`src/rtl/pll_clk_gen_pkg.sv`:
```
// pll_clk_gen_pkg: shared constants and helpers for the behavioural PLL stand-in.
//   CLKOUT1_DIVIDE_DEF / CLKOUT2_DIVIDE_DEF / LOCK_CYCLES_DEF : default parameters
//   MAX_DIVIDE / MAX_LOCK : upper legal parameter limits
//   cnt_width(n)          : counter width for a modulo-n counter, max(1, clog2(n))
package pll_clk_gen_pkg;

  localparam int unsigned CLKOUT1_DIVIDE_DEF = 2;
  localparam int unsigned CLKOUT2_DIVIDE_DEF = 4;
  localparam int unsigned LOCK_CYCLES_DEF    = 16;

  localparam int unsigned MAX_DIVIDE = 256;
  localparam int unsigned MAX_LOCK   = 65535;

  function automatic int unsigned cnt_width(input int unsigned n);
    if (n <= 2) return 1;
    return $clog2(n);
  endfunction

endpackage

```
`src/rtl/pll_div_gen.sv`:
```
// pll_div_gen: registered clock divider with a floor(DIVIDE/2)-high duty cycle.
// Ports:
//   clk_in1 : reference clock
//   reset   : synchronous, active-high reset
//   en      : lock state being loaded on this edge (the next value of locked)
//   clk_div : divided clock, 0 while not enabled
module pll_div_gen
  import pll_clk_gen_pkg::*;
#(
  parameter int unsigned DIVIDE = CLKOUT1_DIVIDE_DEF
) (
  input  logic clk_in1,
  input  logic reset,
  input  logic en,
  output logic clk_div
);

  localparam int unsigned     W    = cnt_width(DIVIDE);
  localparam logic [W-1:0]    LAST = W'(DIVIDE - 1);
  localparam logic [W-1:0]    HALF = W'(DIVIDE / 2);

  if (DIVIDE < 2 || DIVIDE > MAX_DIVIDE) begin : g_bad_divide
    $error("pll_div_gen: DIVIDE=%0d outside 2..%0d", DIVIDE, MAX_DIVIDE);
  end

  logic [W-1:0] cnt;
  logic [W-1:0] cnt_next;
  logic         running;

  // en is the lock value being registered this edge, so on the locking edge
  // the counter is still held at 0 and clk_div rises together with locked.
  // running mirrors the registered locked and lets the counter advance after.
  always_comb begin
    cnt_next = '0;
    if (running)
      cnt_next = (cnt == LAST) ? '0 : cnt + 1'b1;
  end

  always_ff @(posedge clk_in1) begin
    if (reset || !en) begin
      cnt     <= '0;
      running <= 1'b0;
      clk_div <= 1'b0;
    end else begin
      cnt     <= cnt_next;
      running <= 1'b1;
      clk_div <= (cnt_next < HALF);
    end
  end

endmodule

```
`src/rtl/pll_clk_gen.sv`:
```
// pll_clk_gen: synthesizable behavioural stand-in for the vendor clock-wizard PLL.
// Optional feature macro: PLL_CLK_OUT2_EN (adds clk_out2 and a second divider).
// Ports:
//   clk_in1  : reference clock, the only clock
//   reset    : synchronous, active-high reset
//   clk_out1 : clk_in1 divided by CLKOUT1_DIVIDE, registered
//   locked   : high LOCK_CYCLES edges after reset release, sticky until reset
//   clk_out2 : clk_in1 divided by CLKOUT2_DIVIDE (PLL_CLK_OUT2_EN only)
module pll_clk_gen
  import pll_clk_gen_pkg::*;
#(
  parameter int unsigned CLKOUT1_DIVIDE = CLKOUT1_DIVIDE_DEF,
  parameter int unsigned CLKOUT2_DIVIDE = CLKOUT2_DIVIDE_DEF,
  parameter int unsigned LOCK_CYCLES    = LOCK_CYCLES_DEF
) (
  input  logic clk_in1,
  input  logic reset,
  output logic clk_out1,
  output logic locked
`ifdef PLL_CLK_OUT2_EN
  ,
  output logic clk_out2
`endif
);

  localparam int unsigned LW = $clog2(LOCK_CYCLES + 1);

  if (LOCK_CYCLES < 1 || LOCK_CYCLES > MAX_LOCK) begin : g_bad_lock
    $error("pll_clk_gen: LOCK_CYCLES=%0d outside 1..%0d", LOCK_CYCLES, MAX_LOCK);
  end

  logic [LW-1:0] lock_cnt;
  logic          lock_next;

  // Reset wins over a lock that would otherwise land on the same edge.
  always_comb begin
    lock_next = 1'b0;
    if (!reset)
      lock_next = locked || (lock_cnt == LW'(LOCK_CYCLES - 1));
  end

  always_ff @(posedge clk_in1) begin
    if (reset) begin
      lock_cnt <= '0;
      locked   <= 1'b0;
    end else begin
      if (lock_cnt != LW'(LOCK_CYCLES))
        lock_cnt <= lock_cnt + 1'b1;
      locked <= lock_next;
    end
  end

  pll_div_gen #(
    .DIVIDE (CLKOUT1_DIVIDE)
  ) u_div1 (
    .clk_in1 (clk_in1),
    .reset   (reset),
    .en      (lock_next),
    .clk_div (clk_out1)
  );

`ifdef PLL_CLK_OUT2_EN
  pll_div_gen #(
    .DIVIDE (CLKOUT2_DIVIDE)
  ) u_div2 (
    .clk_in1 (clk_in1),
    .reset   (reset),
    .en      (lock_next),
    .clk_div (clk_out2)
  );
`endif

endmodule

```
`config.mk`:
```
export PLATFORM = sky130hd
export DESIGN_NAME = pll_clk_gen
export DESIGN_NICKNAME = d
export VERILOG_FILES = /design/src/rtl/pll_clk_gen_pkg.sv /design/src/rtl/pll_div_gen.sv /design/src/rtl/pll_clk_gen.sv
export SDC_FILE = /design/constraint.sdc
export NUM_CORES = 1
export LEC_CHECK = 0
export ABC_AREA = 1
export BUFFER_PORTS_ARGS = -buffer_cell sky130_fd_sc_hd__buf_2
export CAP_MARGIN = 5
export CORE_AREA = 4 4 41 43
export DETAILED_ROUTE_END_ITERATION = 10
export DIE_AREA = 0 0 45 47
export HOLD_SLACK_MARGIN = 0.02
export SYNTH_ARGS = -nofsm -noshare
export SYNTH_HDL_FRONTEND = slang
export SYNTH_SLANG_ARGS = --single-unit
```
`constraint.sdc`:
```
create_clock -name clk_in1 -period 1.5 [get_ports clk_in1]
set_input_delay 0.3 -clock clk_in1 [delete_from_list [all_inputs] [get_ports clk_in1]]
set_output_delay 0.3 -clock clk_in1 [all_outputs]
set_load 0.005 [all_outputs]
```
==> results_tabular.tex <==
\begin{tabular}{lr}
\hline
Metric & Value \\
\hline
\multicolumn{2}{l}{\textbf{Timing}} \\
\quad Number of hold violations in the final report & 0 \\
\quad Final setup TNS & 0 ns \\
\quad Max-Slew Margin vs Limit & 81.84\% \\
\quad Worst hold slack & 0.2355 ns \\
\quad Setup repair after global routing missed its margin & false \\
\quad Final period demand of the worst path & 1.295 ns \\
\quad Final worst path period share & 86.34\% \\
\quad Worst Skew & 0.007580 ns \\
\quad Fmax & 772.2 MHz \\
\quad Setup violation total in the final timing report & 0 \\
\quad Worst Tran Pin Value & 0.2705 ns \\
\quad Max-slew violation total from the final report & 0 \\
\multicolumn{2}{l}{\textbf{Setup path}} \\
\quad Sequence of cells on the critical path & ha\_1, nand2\_1, nor2\_1, ha\_1, o21ai\_1, inv\_1 \\
\quad Required arrival time at the worst endpoint & 1.64 ns \\
\quad Kind of launch point of the worst setup path & flop \\
\quad Slowest CP cell & sky130\_fd\_sc\_hd\_\_dfxtp\_1 \\
\quad CP Buf/Inv Count & 1 \\
\quad Crit path capture type & flop \\
\quad Path type of the worst setup path & flop to flop \\
\quad Arrival time of data at the critical path endpoint & 1.43 ns \\
\quad Library cell appearing most often on the critical path & sky130\_fd\_sc\_hd\_\_ha\_1 \\
\quad Delay of the slowest cell on the worst path & 0.33 ns \\
\quad Critical path peak fanout & 4 \\
\quad Top Family by Delay on Critical Path & adder cells \\
\multicolumn{2}{l}{\textbf{Final layout}} \\
\quad Number of standard cells in the layout, taps in and fillers out & 68 \\
\quad Final-stage net count & 59 \\
\quad Final instance area & 432.9 um\^{}2 \\
\quad Diode insertion count for antenna repair & 0 \\
\quad Area grow syn2layout & 16.11\% \\
\quad Share of post-route cells with drive strength above 1 & 20.75\% \\
\multicolumn{2}{l}{\textbf{Logic synthesis}} \\
\quad Count of unique library cells instantiated by Yosys & 14 \\
\quad Area of the mapped netlist & 372.9 um\^{}2 \\
\quad Register bit count reported by yosys & 9 \\
\quad Warnings from Yosys & 0 \\
\quad Syn nets & 51 \\
\quad Synthesized instance count & 46 \\
\quad Mean instance size in the synthesized netlist & 8.106 um\^{}2 \\
\quad Part of the Yosys area used for sequential elements & 48.32\% \\
\multicolumn{2}{l}{\textbf{Place}} \\
\quad Number of I/O port buffers & 3 \\
\quad Number of cells after detailed placement & 64 \\
\quad Post-place instance area & 406.6 um\^{}2 \\
\quad Placer congestion estimate & 0.7072 \\
\quad Post-DP HPWL & 440.8 um \\
\multicolumn{2}{l}{\textbf{Floorplan}} \\
\quad Chip Width & 45 um \\
\quad Die Area & 2115 um\^{}2 \\
\quad Die height & 47 um \\
\quad Top-Level Pins & 4 \\
\quad Standard cell core area & 1301 um\^{}2 \\
\quad Number of cell rows & 13 \\
\quad Starting Density & 28.65\% \\
\multicolumn{2}{l}{\textbf{Detailed routing}} \\
\quad Number of nets with antenna violations after routing & 0 \\
\quad Detailed-routing iteration count for the pre-antenna-repair pass & 2 \\
\quad Mean routed wirelength per cell & 8.368 um \\
\quad Final WL & 569 um \\
\quad Post-route DRC violation count & 0 \\
\quad Total via count in the routed design & 272 \\
\quad Number of vias per cell & 4.000 \\
\quad Initial drt markers & 2 \\
\multicolumn{2}{l}{\textbf{Pwr}} \\
\quad Cell Pwr Density & 1081 nW/um\^{}2 \\
\quad Static leakage power & 0.0001983 uW \\
\quad Peak ir drop on the vdd network & 0.5467 mV \\
\multicolumn{2}{l}{\textbf{CTS}} \\
\quad Clock transition at path regs & 0.06 ns \\
\quad Clock latency of the later-clocked register in the worst-skew pair & 0.26 ns \\
\quad Clock buffer count from CTS & 3 \\
\quad TritonCTS clock tree & done \\
\quad Setup bufs post-CTS & 0 \\
\quad Clock root buffer & sky130\_fd\_sc\_hd\_\_clkbuf\_4 \\
\quad Depth of the CTS H-tree & 1 \\
\quad Number of clock sinks seen by CTS & 9 \\
\quad CTS max path bufs & 2 \\
\quad Post-CTS Hold Buffers & 0 \\
\quad Resized cells post-CTS & 0 \\
\multicolumn{2}{l}{\textbf{Run status}} \\
\quad Outcome & complete, no violations \\
\multicolumn{2}{l}{\textbf{Global routing}} \\
\quad Via count of the first global-routing pass & 248 \\
\quad Overall global routing resource usage & 7.211\% \\
\quad Largest net degree at the start of global routing & 6 \\
\quad Number of antenna violations at the first check in global routing & 0 \\
\quad Wire length of the first global-routing pass & 1028 um \\
\quad Gr ovfl total & 0 \\
\multicolumn{2}{l}{\textbf{Hold path}} \\
\quad Worst min path class & input port to flop \\
\multicolumn{2}{l}{\textbf{Job}} \\
\quad Max-cap violations & 0 \\
\hline
\end{tabular}
registers in the layout (all words and copies together) (netlist names):
register	flops
lock_cnt	5
locked	1
u_div1.clk_div	1
u_div1.cnt	1
u_div1.running	1
synthesized netlist by cell type:
| library cell | n | area share (%) |
|---|---|---|
| sky130_fd_sc_hd__a21oi_1 | 4 | 5.4 |
| sky130_fd_sc_hd__a21oi_2 | 1 | 2.3 |
| sky130_fd_sc_hd__dfxtp_1 | 9 | 48 |
| sky130_fd_sc_hd__ha_1 | 3 | 10 |
| sky130_fd_sc_hd__inv_1 | 7 | 7.0 |
| sky130_fd_sc_hd__inv_2 | 2 | 2.0 |
| sky130_fd_sc_hd__nand2_1 | 7 | 7.0 |
| sky130_fd_sc_hd__nand2_2 | 1 | 1.7 |
| sky130_fd_sc_hd__nand3_1 | 3 | 4.0 |
| sky130_fd_sc_hd__nand4_1 | 1 | 1.7 |
| sky130_fd_sc_hd__nor2_1 | 5 | 5.0 |
| sky130_fd_sc_hd__nor2_2 | 1 | 1.7 |
| sky130_fd_sc_hd__o21ai_1 | 1 | 1.3 |
| sky130_fd_sc_hd__xnor2_1 | 1 | 2.3 |
cell type report:
| cell class | count | area, um^2 |
|---|---|---|
| inverters | 9 | 33.78 |
| well taps | 15 | 18.77 |
| clock buffers | 4 | 26.28 |
| multi-input cells | 28 | 158.9 |
| repair buffers | 3 | 15.01 |
| flip-flops and latches | 9 | 180.2 |
| fillers | 151 | 868.3 |
report_power, final:
group	leakage (uW)	switching [uW]	internal [uW]	total [uW]
Combinational	0.000110	17.2	12.3	29.5
Sequential	0.0000731	8.64	247	255
Clock	0.0000150	80.7	102	183
cell families (layout without fill, tap and decap cells):
logic type      count (synthesis)  in the layout  share of synthesized area (%)
flops                           9              9                          48.32
simple gates                   18             18                          21.14
fa+ha+maj                       3              3                          10.07
buf+inv                         9             16                          9.062
xor+xnor                        1              1                          2.349
compound gates                  6              6                          9.060
worst paths after layout:
path,end,depth (start not counted),start,slack [ns]
worst min register to register,u_div1.clk_div,1,u_div1.running,0.43
worst min-delay path,lock_cnt[4],2,reset,0.24
worst max-delay path,u_div1.running,6,lock_cnt[0],0.20
worst max register to register,u_div1.running,6,lock_cnt[0],0.20
metrics by stage:
stage / utilization [%] / power, uW / worst slack [ns]
3_3_place_gp: 31.25 / 290.7 / 0.2244
6_report: 33.27 / 467.9 / 0.2050
3_5_place_dp: 31.25 / 290.1 / 0.2238
4_1_cts: 33.27 / 478.6 / 0.1956
5_1_grt: 33.27 / 496.6 / 0.1213
2_1_floorplan: - / 282.6 / 0.3260
cells in the final DEF, fill, tap and decap left out:
cell type and count:
sky130_fd_sc_hd__xnor2_1 1, sky130_fd_sc_hd__a21oi_2 1, sky130_fd_sc_hd__o21ai_1 1, sky130_fd_sc_hd__a21oi_1 4, sky130_fd_sc_hd__dfxtp_1 9, sky130_fd_sc_hd__nand3_1 3, sky130_fd_sc_hd__inv_1 7, sky130_fd_sc_hd__nand2_1 7
sky130_fd_sc_hd__ha_1 3, sky130_fd_sc_hd__clkbuf_1 1, sky130_fd_sc_hd__buf_2 3, sky130_fd_sc_hd__nand4_1 1, sky130_fd_sc_hd__nand2_2 1, sky130_fd_sc_hd__nor2_2 1, sky130_fd_sc_hd__nor2_1 5, sky130_fd_sc_hd__clkbuf_4 3
sky130_fd_sc_hd__inv_2 2
metal layers:
metal / GRT usage, % / wire length [um]
met1: 8.716 / 289
met2: 9.040 / 230
met3: 5.747 / 50
met4: 3.509 / 0
met5: 0 / 0
(Power assumes the default switching activity.)
